==> config.mk <==
export PLATFORM = sky130hd
export DESIGN_NAME = uart_rx_ovs
export DESIGN_NICKNAME = d
export VERILOG_FILES = /design/src/rtl/uart_rx_ovs.sv
export SDC_FILE = /design/constraint.sdc
export NUM_CORES = 1
export LEC_CHECK = 0
export CAP_MARGIN = 20
export CELL_PAD_IN_SITES_DETAIL_PLACEMENT = 0
export CELL_PAD_IN_SITES_GLOBAL_PLACEMENT = 2
export CORE_UTILIZATION = 40
export CTS_CLUSTER_DIAMETER = 30
export DETAILED_ROUTE_END_ITERATION = 6
export PLACE_DENSITY_LB_ADDON = 0.1
export SLEW_MARGIN = 10
export SYNTH_ARGS = -nofsm -noshare
export SYNTH_HDL_FRONTEND = slang
export SYNTH_SLANG_ARGS = --single-unit
export TNS_END_PERCENT = 5
==> constraint.sdc <==
create_clock -name CLKip -period 12.8 [get_ports CLKip]
set_input_delay 3.84 -clock CLKip [delete_from_list [all_inputs] [get_ports CLKip]]
set_output_delay 3.84 -clock CLKip [all_outputs]
set_load 0.03 [all_outputs]
==> src/rtl/uart_rx_ovs.sv <==
// Oversampling UART receiver: majority-vote bit sampling, runtime parity/stop config,
// false-start/parity/framing/break detection and a registered-head output FIFO.
module uart_rx_ovs #(
    parameter int unsigned DATA_WDTH  = 8,
    parameter int unsigned OVS        = 16,
    parameter int unsigned FIFO_DEPTH = 4
) (
    input  logic                               CLKip,
    input  logic                               rst,
    input  logic                               RXi,
    input  logic [15:0]                        DIVi,
    input  logic [1:0]                         PAR_MODEi,
    input  logic                               STOP2i,
    input  logic                               READYi,
    output logic                               VALIDo,
    output logic [DATA_WDTH-1:0]               DATAo,
    output logic                               PERRo,
    output logic                               FERRo,
    output logic                               BRKo,
    output logic                               OVERRUNo,
    output logic                               BUSYo,
    output logic [$clog2(FIFO_DEPTH+1)-1:0]    LEVELo
);
    localparam int SW = $clog2(OVS);
    localparam int BW = $clog2(DATA_WDTH);
    localparam int PW = $clog2(FIFO_DEPTH);
    localparam int LW = $clog2(FIFO_DEPTH + 1);
    localparam int EW = DATA_WDTH + 3;
    localparam logic [SW-1:0] SubS0   = SW'(OVS / 2 - 1);
    localparam logic [SW-1:0] SubS1   = SW'(OVS / 2);
    localparam logic [SW-1:0] SubS2   = SW'(OVS / 2 + 1);
    localparam logic [SW-1:0] SubEnd  = SW'(OVS - 1);
    localparam logic [BW-1:0] LastBit = BW'(DATA_WDTH - 1);

    typedef enum logic [2:0] {StIdle, StStart, StData, StParity, StStop, StBrkwait} state_t;

    state_t                 state_q, state_d;
    logic                   rx_s1, rx_s2, rx_prev;
    logic [15:0]            div_q;
    logic [1:0]             par_q;
    logic                   stop2_q;
    logic [15:0]            div_cnt_q, div_cnt_d;
    logic [SW-1:0]          sub_q, sub_d;
    logic [BW-1:0]          bit_q, bit_d;
    logic                   stop_idx_q, stop_idx_d;
    logic [1:0]             samp_q, samp_d;
    logic [DATA_WDTH-1:0]   shift_q, shift_d;
    logic                   par_acc_q, par_acc_d;
    logic                   zero_q, zero_d;
    logic                   perr_q, perr_d;
    logic                   ferr_q, ferr_d;
    logic                   brk_q, brk_d;
    logic                   wr_en;
    logic [EW-1:0]          wr_data;

    logic [15:0] div_eff;
    logic        tick, fall, maj, decide, bit_end, par_en, ferr_now, brk_now;

    assign div_eff = (div_q == 16'd0) ? 16'd1 : div_q;
    assign tick    = (div_cnt_q == div_eff - 16'd1);
    assign fall    = rx_prev & ~rx_s2;
    // samp_q holds the first two votes; the third is the live synchronised sample
    assign maj     = (samp_q[1] & samp_q[0]) | (samp_q[1] & rx_s2) | (samp_q[0] & rx_s2);
    assign decide  = tick && (sub_q == SubS2);
    assign bit_end = tick && (sub_q == SubEnd);
    assign par_en  = (par_q == 2'b01) || (par_q == 2'b10);
    assign ferr_now = ferr_q | ~maj;
    assign brk_now  = stop_idx_q ? brk_q : (zero_q & ~maj);

    always_comb begin
        state_d    = state_q;
        div_cnt_d  = div_cnt_q;
        sub_d      = sub_q;
        bit_d      = bit_q;
        stop_idx_d = stop_idx_q;
        samp_d     = samp_q;
        shift_d    = shift_q;
        par_acc_d  = par_acc_q;
        zero_d     = zero_q;
        perr_d     = perr_q;
        ferr_d     = ferr_q;
        brk_d      = brk_q;
        wr_en      = 1'b0;
        wr_data    = {brk_now, ferr_now | brk_now, perr_q, shift_q};

        if (state_q inside {StStart, StData, StParity, StStop}) begin
            div_cnt_d = tick ? 16'd0 : div_cnt_q + 16'd1;
            if (tick) begin
                sub_d = (sub_q == SubEnd) ? '0 : sub_q + SW'(1);
                if (sub_q == SubS0 || sub_q == SubS1) samp_d = {samp_q[0], rx_s2};
            end
        end

        unique case (state_q)
            StIdle: begin
                div_cnt_d = '0;
                sub_d     = '0;
                if (fall) begin
                    state_d    = StStart;
                    bit_d      = '0;
                    stop_idx_d = 1'b0;
                    shift_d    = '0;
                    par_acc_d  = 1'b0;
                    zero_d     = 1'b1;
                    perr_d     = 1'b0;
                    ferr_d     = 1'b0;
                    brk_d      = 1'b0;
                end
            end
            StStart: begin
                if (decide && maj) state_d = StIdle;
                else if (bit_end)  state_d = StData;
            end
            StData: begin
                if (decide) begin
                    shift_d   = {maj, shift_q[DATA_WDTH-1:1]};
                    par_acc_d = par_acc_q ^ maj;
                    zero_d    = zero_q & ~maj;
                end
                if (bit_end) begin
                    if (bit_q == LastBit) begin
                        bit_d   = '0;
                        state_d = par_en ? StParity : StStop;
                    end else begin
                        bit_d = bit_q + BW'(1);
                    end
                end
            end
            StParity: begin
                if (decide) begin
                    perr_d = ((par_acc_q ^ maj) != (par_q == 2'b10));
                    zero_d = zero_q & ~maj;
                end
                if (bit_end) state_d = StStop;
            end
            StStop: begin
                if (decide) begin
                    if (stop_idx_q || !stop2_q) begin
                        wr_en   = 1'b1;
                        state_d = brk_now ? StBrkwait : StIdle;
                    end else begin
                        ferr_d = ferr_now;
                        brk_d  = brk_now;
                    end
                end
                if (bit_end) stop_idx_d = 1'b1;
            end
            StBrkwait: begin
                if (rx_s2) state_d = StIdle;
            end
            default: state_d = StIdle;
        endcase
    end

    always_ff @(posedge CLKip) begin
        if (rst) begin
            rx_s1      <= 1'b1;
            rx_s2      <= 1'b1;
            rx_prev    <= 1'b1;
            state_q    <= StIdle;
            div_q      <= 16'd1;
            par_q      <= 2'b00;
            stop2_q    <= 1'b0;
            div_cnt_q  <= '0;
            sub_q      <= '0;
            bit_q      <= '0;
            stop_idx_q <= 1'b0;
            samp_q     <= 2'b11;
            shift_q    <= '0;
            par_acc_q  <= 1'b0;
            zero_q     <= 1'b0;
            perr_q     <= 1'b0;
            ferr_q     <= 1'b0;
            brk_q      <= 1'b0;
        end else begin
            rx_s1      <= RXi;
            rx_s2      <= rx_s1;
            rx_prev    <= rx_s2;
            state_q    <= state_d;
            div_cnt_q  <= div_cnt_d;
            sub_q      <= sub_d;
            bit_q      <= bit_d;
            stop_idx_q <= stop_idx_d;
            samp_q     <= samp_d;
            shift_q    <= shift_d;
            par_acc_q  <= par_acc_d;
            zero_q     <= zero_d;
            perr_q     <= perr_d;
            ferr_q     <= ferr_d;
            brk_q      <= brk_d;
            if (state_q == StIdle && fall) begin
                div_q   <= DIVi;
                par_q   <= PAR_MODEi;
                stop2_q <= STOP2i;
            end
        end
    end

    // Output FIFO with registered head; a full FIFO still accepts a write paired with a pop
    logic [EW-1:0] mem [FIFO_DEPTH];
    logic [PW-1:0] wptr_q, wptr_d, rptr_q, rptr_d;
    logic [LW-1:0] count_q, count_d;
    logic [EW-1:0] head_q, head_d;
    logic          valid_q, overrun_q, full, pop, push;

    assign full    = (count_q == LW'(FIFO_DEPTH));
    assign pop     = valid_q & READYi;
    assign push    = wr_en & (~full | pop);
    assign rptr_d  = rptr_q + PW'(pop);
    assign wptr_d  = wptr_q + PW'(push);
    assign count_d = count_q + LW'(push) - LW'(pop);

    always_comb begin
        head_d = mem[rptr_d];
        if (push && rptr_d == wptr_q) head_d = wr_data;
        if (count_d == '0)            head_d = '0;
    end

    always_ff @(posedge CLKip) begin
        if (push) mem[wptr_q] <= wr_data;
    end

    always_ff @(posedge CLKip) begin
        if (rst) begin
            wptr_q    <= '0;
            rptr_q    <= '0;
            count_q   <= '0;
            head_q    <= '0;
            valid_q   <= 1'b0;
            overrun_q <= 1'b0;
        end else begin
            wptr_q    <= wptr_d;
            rptr_q    <= rptr_d;
            count_q   <= count_d;
            head_q    <= head_d;
            valid_q   <= (count_d != '0);
            overrun_q <= wr_en & full & ~pop;
        end
    end

    assign VALIDo   = valid_q;
    assign {BRKo, FERRo, PERRo, DATAo} = head_q;
    assign OVERRUNo = overrun_q;
    assign BUSYo    = (state_q != StIdle);
    assign LEVELo   = count_q;

endmodule
==> out/metrics.yaml <==
outcome: "complete, no violations"
critical_path_required_ns: 13.13
p_int_mw: 0.894
clkLatencyLatePin_ns: 0.41
ys_ff_latch: 128
die_w_um: 125
hpwlAfterDp_um: 8910
tightest_slew_ns: 0.740
yosysMostFrequentCell: "dfxtp_1"
grt.overflow.total: 0
cts.htree.levels: 4
synthTopCellsByArea: "dfxtp_1 28%, edfxtp_1 22%, nand2_1 5.2%"
synth_common_cells: "84 x dfxtp_1, 83 x nand2_1, 45 x a21oi_1"
combinationalPowerShare_pct: 27.5
p_clk_share_pct: 36.5
num_vias: 4377
start_util_pct: 41.2
synthCells: 589
port_buffers: 39
synthFlopType: "dfxtp_1"
p_sw_mw: 0.421
critPathLaunchType: "input pin"
cts_tree: "yes"
async_flop_share_pct: 0
m1WireLength_um: 5740
ys_types: 65
end_kind: "flip-flop"
grt_pass1_wl_um: 20700
drc: 0
fin_crit_sh_pct: 51.8
multi_input_area_um2: 2780
crit_path_start: "READYi"
dieArea_um2: 15500
p_total_mw: 1.32
hp-start: "rx_s1$_SDFF_PP1_"
path_clk_slew_ns: 0.06
row_count: 44
grt_pass1_vias: 4188
fin_skew_ns: 0.00899
slew_headroom_pct: 50.2
post_drt_wl_per_cell_um: 14.9
worst_hold_slack_ns: 0.426
synth-edff-count: 44
dp.cells: 793
synth_top_area_share_pct: 28.0
grt_setup_unrepaired: "no"
syn-num-nets: 625
wl_met3_um: 337
cts_sinks: 128
n_antenna_cell: 0
antenna_left: 0
postCtsHoldBufs: 0
final_area_um2: 7120
r2r_start: "div_q[4]$_SDFFE_PP0P_"
die_y_um: 125
post_cts.repair.setup_buffers: 0
avgViaCountPerCell: 5.31
synth.cell_area_um2: 6000
worstPathArrival_ns: 6.97
cellPowerDensity_nw_per_um2: 185
hp-class: "flip-flop to flip-flop"
fin_crit_ns: 6.63
synth_area_leader_cell: "dfxtp_1"
setup_viol: 0
p_leak_nw: 2.54
cts_buffers: 17
maxCapViolations: 0
instances_no_fill: 825
grt_max_degree: 51
avgSynthCellArea_um2: 10.2
slew_violations: 0
area_delta_synth_final_pct: 18.6
groute.usage.overall_pct: 16.9
routed_wl_um: 12300
ys_warn_count: 0
ioPinCount: 40
initialDrtViolationCount: 234
core-area_um2: 14600
num-nets-final: 664
cts_resized: 0
highest_layer: "met4"
cts-root-buf: "clkbuf_16"
fin_setup_tns_ns: 0
ir_drop_v: 0.0000850
seq_area_um2: 3000
nFillCells: 1331
p_sw_share_pct: 32.0
seqPwrFrac_pct: 36.0
gp_congestion: 0.790
met2_length_um: 6050
yosysSeqAreaShare_pct: 50.0
hold_violations: 0
fmax_mhz: 151
antenna_found_initial: 0
final_layout_size_suffix_gt1_share_pct: 12.8
firstDrtPassIters: 4
clk_path_buf_depth: 2
cp_max_fo: 23
postPlaceCellArea_um2: 6530
worstSetupPathType: "input pin to flip-flop"
-- power by group through the flow --
stage | clock network [mW] | registers, mW | logic [mW]
4_1_cts | 0.491 | 0.473 | 0.365
2_1_floorplan | 0 | 0.510 | 0.238
3_5_place_dp | 0 | 0.481 | 0.364
5_1_grt | 0.510 | 0.476 | 0.395
6_report | 0.480 | 0.473 | 0.362
3_3_place_gp | 0 | 0.482 | 0.362
-- layout by cell type (no fill, tap or decap), drive strengths merged, types with 18 or more instances in the layout --
master | Yosys | final
edfxtp | 44 | 44
a21oi | 45 | 45
nand2 | 83 | 83
nor2 | 41 | 41
dfxtp | 84 | 84
nand3 | 37 | 37
clkdlybuf4s50 | 0 | 38
inv | 15 | 20
xor2 | 23 | 23
o21ai | 18 | 18
xnor2 | 18 | 18
clkbuf | 18 | 18
-- per-stage QoR --
| step | util (%) | setup WS (ns) |
|---|---|---|
| after floorplan | - | 6.08 |
| after global placement | 44.7 | 5.86 |
| after detailed placement | 44.7 | 5.68 |
| after CTS | 48.8 | 6.12 |
| after global routing | 48.8 | 5.89 |
| final | 48.8 | 6.17 |
-- critical path: stages --
cell             delay [ns]
clkdlybuf4s50_1        0.39
and2_1                 0.17
nor4b_1                0.61
or3_1                  0.30
ha_1                   0.15
inv_1                  0.04
ha_1                   0.18
fa_1                   0.37
xnor2_1                0.15
xnor2_1                0.14
a21oi_1                0.14
buf_4                  0.26
nand2_1                0.07
o21ai_0                0.15
-- layer usage --
metal,global-route usage [%],vias up
met5,0,-
met4,6.17,0
met3,3.99,12
met2,29.0,68
met1,20.6,2116
li1,-,2181
-- registers in the layout, indices dropped and copies added (netlist names), 2 cells and up --
signal / flops
LEVELo: 3
wptr_q: 2
bit_q: 3
sub_q: 4
div_q: 16
par_q: 2
shift_q: 8
head_q: 11
samp_q: 2
mem: 44
div_cnt_q: 16
rptr_q: 2
state_q: 3
-- worst paths after layout --
check	slack (ns)	end	depth (start not counted)
setup reg to reg	7.02	head_q[10]$_SDFF_PP0_	22
hold reg to reg	0.43	rx_s2$_SDFF_PP1_	1
setup / recovery	6.17	head_q[10]$_SDFF_PP0_	14
hold / removal	0.43	rx_s2$_SDFF_PP1_	1
-- cells by family after synthesis --
kind of cell    after synthesis  share of synthesized area (%)
compound gates               86                           9.36
simple gates                255                           21.7
flops                       128                           50.0
buf+inv                      43                           3.63
mux                          21                           5.83
fa+ha+maj                    14                           3.00
xor+xnor                     42                           6.44
-- final cells by class --
cell class	count	share of cell area [%]
clock inverter	14	2.16
multi-input combinational	418	39.1
timing repair buffer	48	6.36
inverter	15	0.791
tap	184	3.23
clock buffer	18	6.17
sequential	128	42.2
Note: power is estimated with default switching activity, not from simulation.
==> RTL edit 1, RTL diff (config.mk and constraints unchanged) <==
`DATA_WDTH`: 8 -> 16.
--- a/src/rtl/uart_rx_ovs.sv
+++ b/src/rtl/uart_rx_ovs.sv
@@ -2,5 +2,5 @@
 // false-start/parity/framing/break detection and a registered-head output FIFO.
 module uart_rx_ovs #(
-    parameter int unsigned DATA_WDTH  = 8,
+    parameter int unsigned DATA_WDTH  = 16,
     parameter int unsigned OVS        = 16,
     parameter int unsigned FIFO_DEPTH = 4
Ports: changed (resized DATAo); port bits go from 40 to 48. The function was not compared with the original's and may differ.
==> RTL edit 1 against the unedited design <==
  * First-iteration DRC count rose by 10%
  * Wire length rose by 32%
  * Total power fell by 1.1%
  * Hold slack got worse by 0.015 ns
  * Cell area rose by 26%
  * Critical path type unchanged
  * Setup slack improved by 0.061 ns
  * Sequential cell count rose by 49
  * Area after synthesis rose by 28%
  * Highest routed layer unchanged
==> RTL edit 1: results (changes against the unedited design) <==
- Post-Synth Adder-Cell Area: 2.18% (-0.82 points)
- Layout cells sized above 1: 10.5% (-2.3 points)
- Per-cell routed wire length: 16.4 µm (+10%)
- DR iter-0 viols: 258 (+10%)
- DR WL met2: 8220 µm (+36%)
- Register area share after synthesis: 56.0% (+6.0 points)
- Placer Congestion: 0.798 (+0.91%)
- Post-synth EDFFs: 76 (+73%)
- Final Net Count: 774 (+17%)
- Pleak: 0.00330 µW (+30%)
- FF-to-FF Start: div_q[0]$_SDFFE_PP1P_
- Metal1 wirelength: 7300 µm (+27%)
- Mapped Cells: 699 (+19%)
- I/O Buffers: 47 (+21%)
- Post-synth top cells: dfxtp_1, nand2_1, edfxtp_1, nor2_1, nand3_1
- R2R cell count: 20 (-9.1%)
- WL final: 16,200 µm (+32%)
- Pwr dens: 145 nW/µm² (-21%)
- Met3 routed WL: 445 µm (+32%)
- Vias in the first global route: 5,258 (+26%)
- DR vias: 5,205 (+19%)
- Status: completed
- Cells after DPL: 953 (+20%)
- Worst EP arrival: 6.86 ns (-0.11 ns)
- Post-DP HPWL: 10,900 µm (+22%)
- Xor/xnor share of the synthesized area: 4.63% (-1.8 points)
- R2R Path End: head_q[15]$_SDFF_PP0_
- Fill count: 1,748 (+31%)
- Fin Clk Skew: 0.00746 ns (-0.00152 ns)
- Worst Path Max Fanout: 20 (-13%)
- Reg2Reg Setup Slack: 7.17 ns (+0.15 ns)
- Synth Area in Compound Gates: 6.88% (-2.5 points)
- DP Area: 8350 µm² (+28%)
RTL edit 1: changes by cell type after synthesis, moves of 9 or more:
cell | unedited run | this run
a21oi_1 | 45 | 35
o21ai_0 | 7 | 25
o21ai_2 | 9 | 0
dfxtp_1 | 84 | 101
nor2_1 | 41 | 71
edfxtp_1 | 44 | 76
mux2i_1 | 8 | 26
RTL edit 1: through the flow:
stage | total power (µW) | hold slack [ns] | setup WS (ns)
global placement | 809 | 0.392 | 5.84
CTS | 1310 | 0.414 | 6.17
floorplan | 754 | 0.389 | 6.52
finish | 1300 | 0.411 | 6.23
global route | 1360 | 0.424 | 5.98
detailed placement | 809 | 0.396 | 5.72
RTL edit 1: area by class of cell:
class / instances / share of cell area (%)
clock inverters: 14 / 1.56
inverters: 15 / 0.628
well taps: 234 / 3.27
repair buffers: 58 / 6.34
flip-flops and latches: 177 / 48.0
multi-input cells: 470 / 35.3
clock buffers: 18 / 4.90
RTL edit 1: layer usage:
layer,global-route usage [%],vias up
met5,0,-
met2,31.2,94
met3,2.94,22
li1,-,2592
met1,22.0,2497
met4,5.72,0
RTL edit 1: worst max-delay path, cell delays in order:
cell             delay, ns
clkdlybuf4s50_1       0.45
and2_1                0.17
nor3_1                0.07
nand2_1               0.09
nand3_1               0.06
or2_1                 0.30
ha_1                  0.29
inv_1                 0.05
ha_1                  0.13
inv_1                 0.05
fa_1                  0.38
xor2_1                0.16
xnor2_1               0.18
a31o_2                0.51
nor2_1                0.11
RTL edit 1: power by group through the flow:
stage	clock network, µW	logic [µW]	registers, µW
2_1_floorplan	0	142	612
3_3_place_gp	0	186	623
3_5_place_dp	0	185	623
4_1_cts	517	186	611
5_1_grt	539	206	614
6_report	504	186	611
==> RTL edit 2, RTL diff (same settings) <==
Without the edit above. `shift_q` no longer has a reset.
--- a/src/rtl/uart_rx_ovs.sv
+++ b/src/rtl/uart_rx_ovs.sv
@@ -167,5 +167,4 @@
             stop_idx_q <= 1'b0;
             samp_q     <= 2'b11;
-            shift_q    <= '0;
             par_acc_q  <= 1'b0;
             zero_q     <= 1'b0;
@@ -183,5 +182,4 @@
             stop_idx_q <= stop_idx_d;
             samp_q     <= samp_d;
-            shift_q    <= shift_d;
             par_acc_q  <= par_acc_d;
             zero_q     <= zero_d;
@@ -195,4 +193,8 @@
             end
         end
+    end
+
+    always_ff @(posedge CLKip) begin
+        shift_q <= shift_d;
     end
 
Check against the original RTL: no difference found for any inputs over 10 cycles, from zero or initial values and one cycle with rst high; that may be too few to reach the edited logic, so the function may still have changed.
==> RTL edit 2 against the unedited design <==
  * Largest power group unchanged
  * Sequential power is 1% higher
  * Area after synthesis is 1.4% lower
  * Cell area is 0.44% lower
  * Setup slack better by 0.097 ns
  * Combinational power is 15% lower
  * Critical path depth is 1 lower
  * Highest routed layer unchanged
  * Hold slack worse by 0.011 ns
  * Wire length is 4.4% higher
  * Total power is 2.4% lower
  * Final cell count is 3.6% lower
  * Sequential cell count stayed put
==> RTL edit 2: results (changes against the unedited design) <==
- Reg2Reg Setup Slack: 7.24 ns (+0.22 ns)
- Synth top area cells: edfxtp_1, dfxtp_1, nand2_1
- Syn Nets: 593 (-5.1%)
- DR WL met2: 6590 µm (+8.8%)
- DR iter-0 viols: 177 (-24%)
- Measured slew at the worst slew-check pin: 0.951 ns (+0.210 ns)
- WL final: 12,800 µm (+4.4%)
- Comb_multi_in: 384 (-8.1%)
- Worst EP arrival: 6.82 ns (-0.15 ns)
- Register area share after synthesis: 52.0% (+2.0 points)
- DP Area: 6480 µm² (-0.75%)
- Worst hold margin: 0.415 ns (-0.0106 ns)
- Final Net Count: 634 (-4.5%)
- Post-DP HPWL: 9030 µm (+1.4%)
- GRT Overall Usage: 18.6% (+1.7 points)
- R2R Path End: head_q[4]$_SDFF_PP0_
- Fin Clk Skew: 0.00721 ns (-0.00178 ns)
- Layout cells sized above 1: 10.8% (-2.0 points)
- M3 GR Usage: 5.13% (+1.1 points)
- Status: completed
- Post-Syn Area per Cell: 10.6 µm² (+4.3%)
- DR vias: 4,190 (-4.3%)
- Buffering overhead: 6.46% (+0.099 points)
- Slowest-stage cell, CP: or4b_2
- CP peak stage delay: 0.64 ns (+0.03 ns)
- Largest net degree at the start of global routing: 40 (-22%)
- R2R cell count: 21 (-4.5%)
- Post-synth EDFFs: 52 (+18%)
- Post-synth top cells: dfxtp_1, nand2_1, edfxtp_1, nor2_1, a21oi_1
- Pre-CTS setup slack: 5.67 ns (-0.00917 ns)
- First-pass GRT wire length: 21,300 µm (+2.7%)
- Fill count: 1,329 (-0.15%)
- Placer Congestion: 0.781 (-1.2%)
- Inverters, non-clock: 19 (+4)
- Worst Path Max Fanout: 12 (-48%)
- Register Area: 3080 µm² (+2.7%)
- Mapped Area: 5920 µm² (-1.4%)
- Worst vdd ir: 0.0000924 V (+8.7%)
- Grt met1 use: 20.6% (about the same)
- Synth cell types: 62 (-4.6%)
- Grt met2 use: 33.1% (+4.1 points)
- Post-route cell area: 7090 µm² (-0.44%)
- Met3 routed WL: 438 µm (+30%)
- Clk_buf instances: 19 (+1)
[RTL edit 2: changes by cell type in the layout (fill, tap and decap cells not counted), sizes merged, moves of 5 or more]
| cell | change |
|---|---|
| a21oi | -8 |
| clkinv | +5 |
| dfxtp | -8 |
| edfxtp | +8 |
| mux2i | +7 |
| nand2 | -15 |
| nand3 | -20 |
| nor2 | +6 |
| o21ai | -11 |
| or4 | +7 |
| xnor2 | +6 |
| xor2 | -7 |
[RTL edit 2: power by group]
group          total [µW]  switching [µW]  internal [µW]
Combinational         308             174            134
Sequential            479            24.3            455
Clock                 497             175            322
[RTL edit 2: logic make-up (layout without fill, tap and decap cells)]
family / after synthesis / count (layout) / synth area share, %
flops: 128 / 128 / 52.0
compound gates: 78 / 78 / 8.75
fa+ha+maj: 13 / 13 / 2.87
xor+xnor: 40 / 40 / 5.91
mux: 26 / 26 / 6.72
buf+inv: 45 / 99 / 3.34
simple gates: 227 / 227 / 20.4
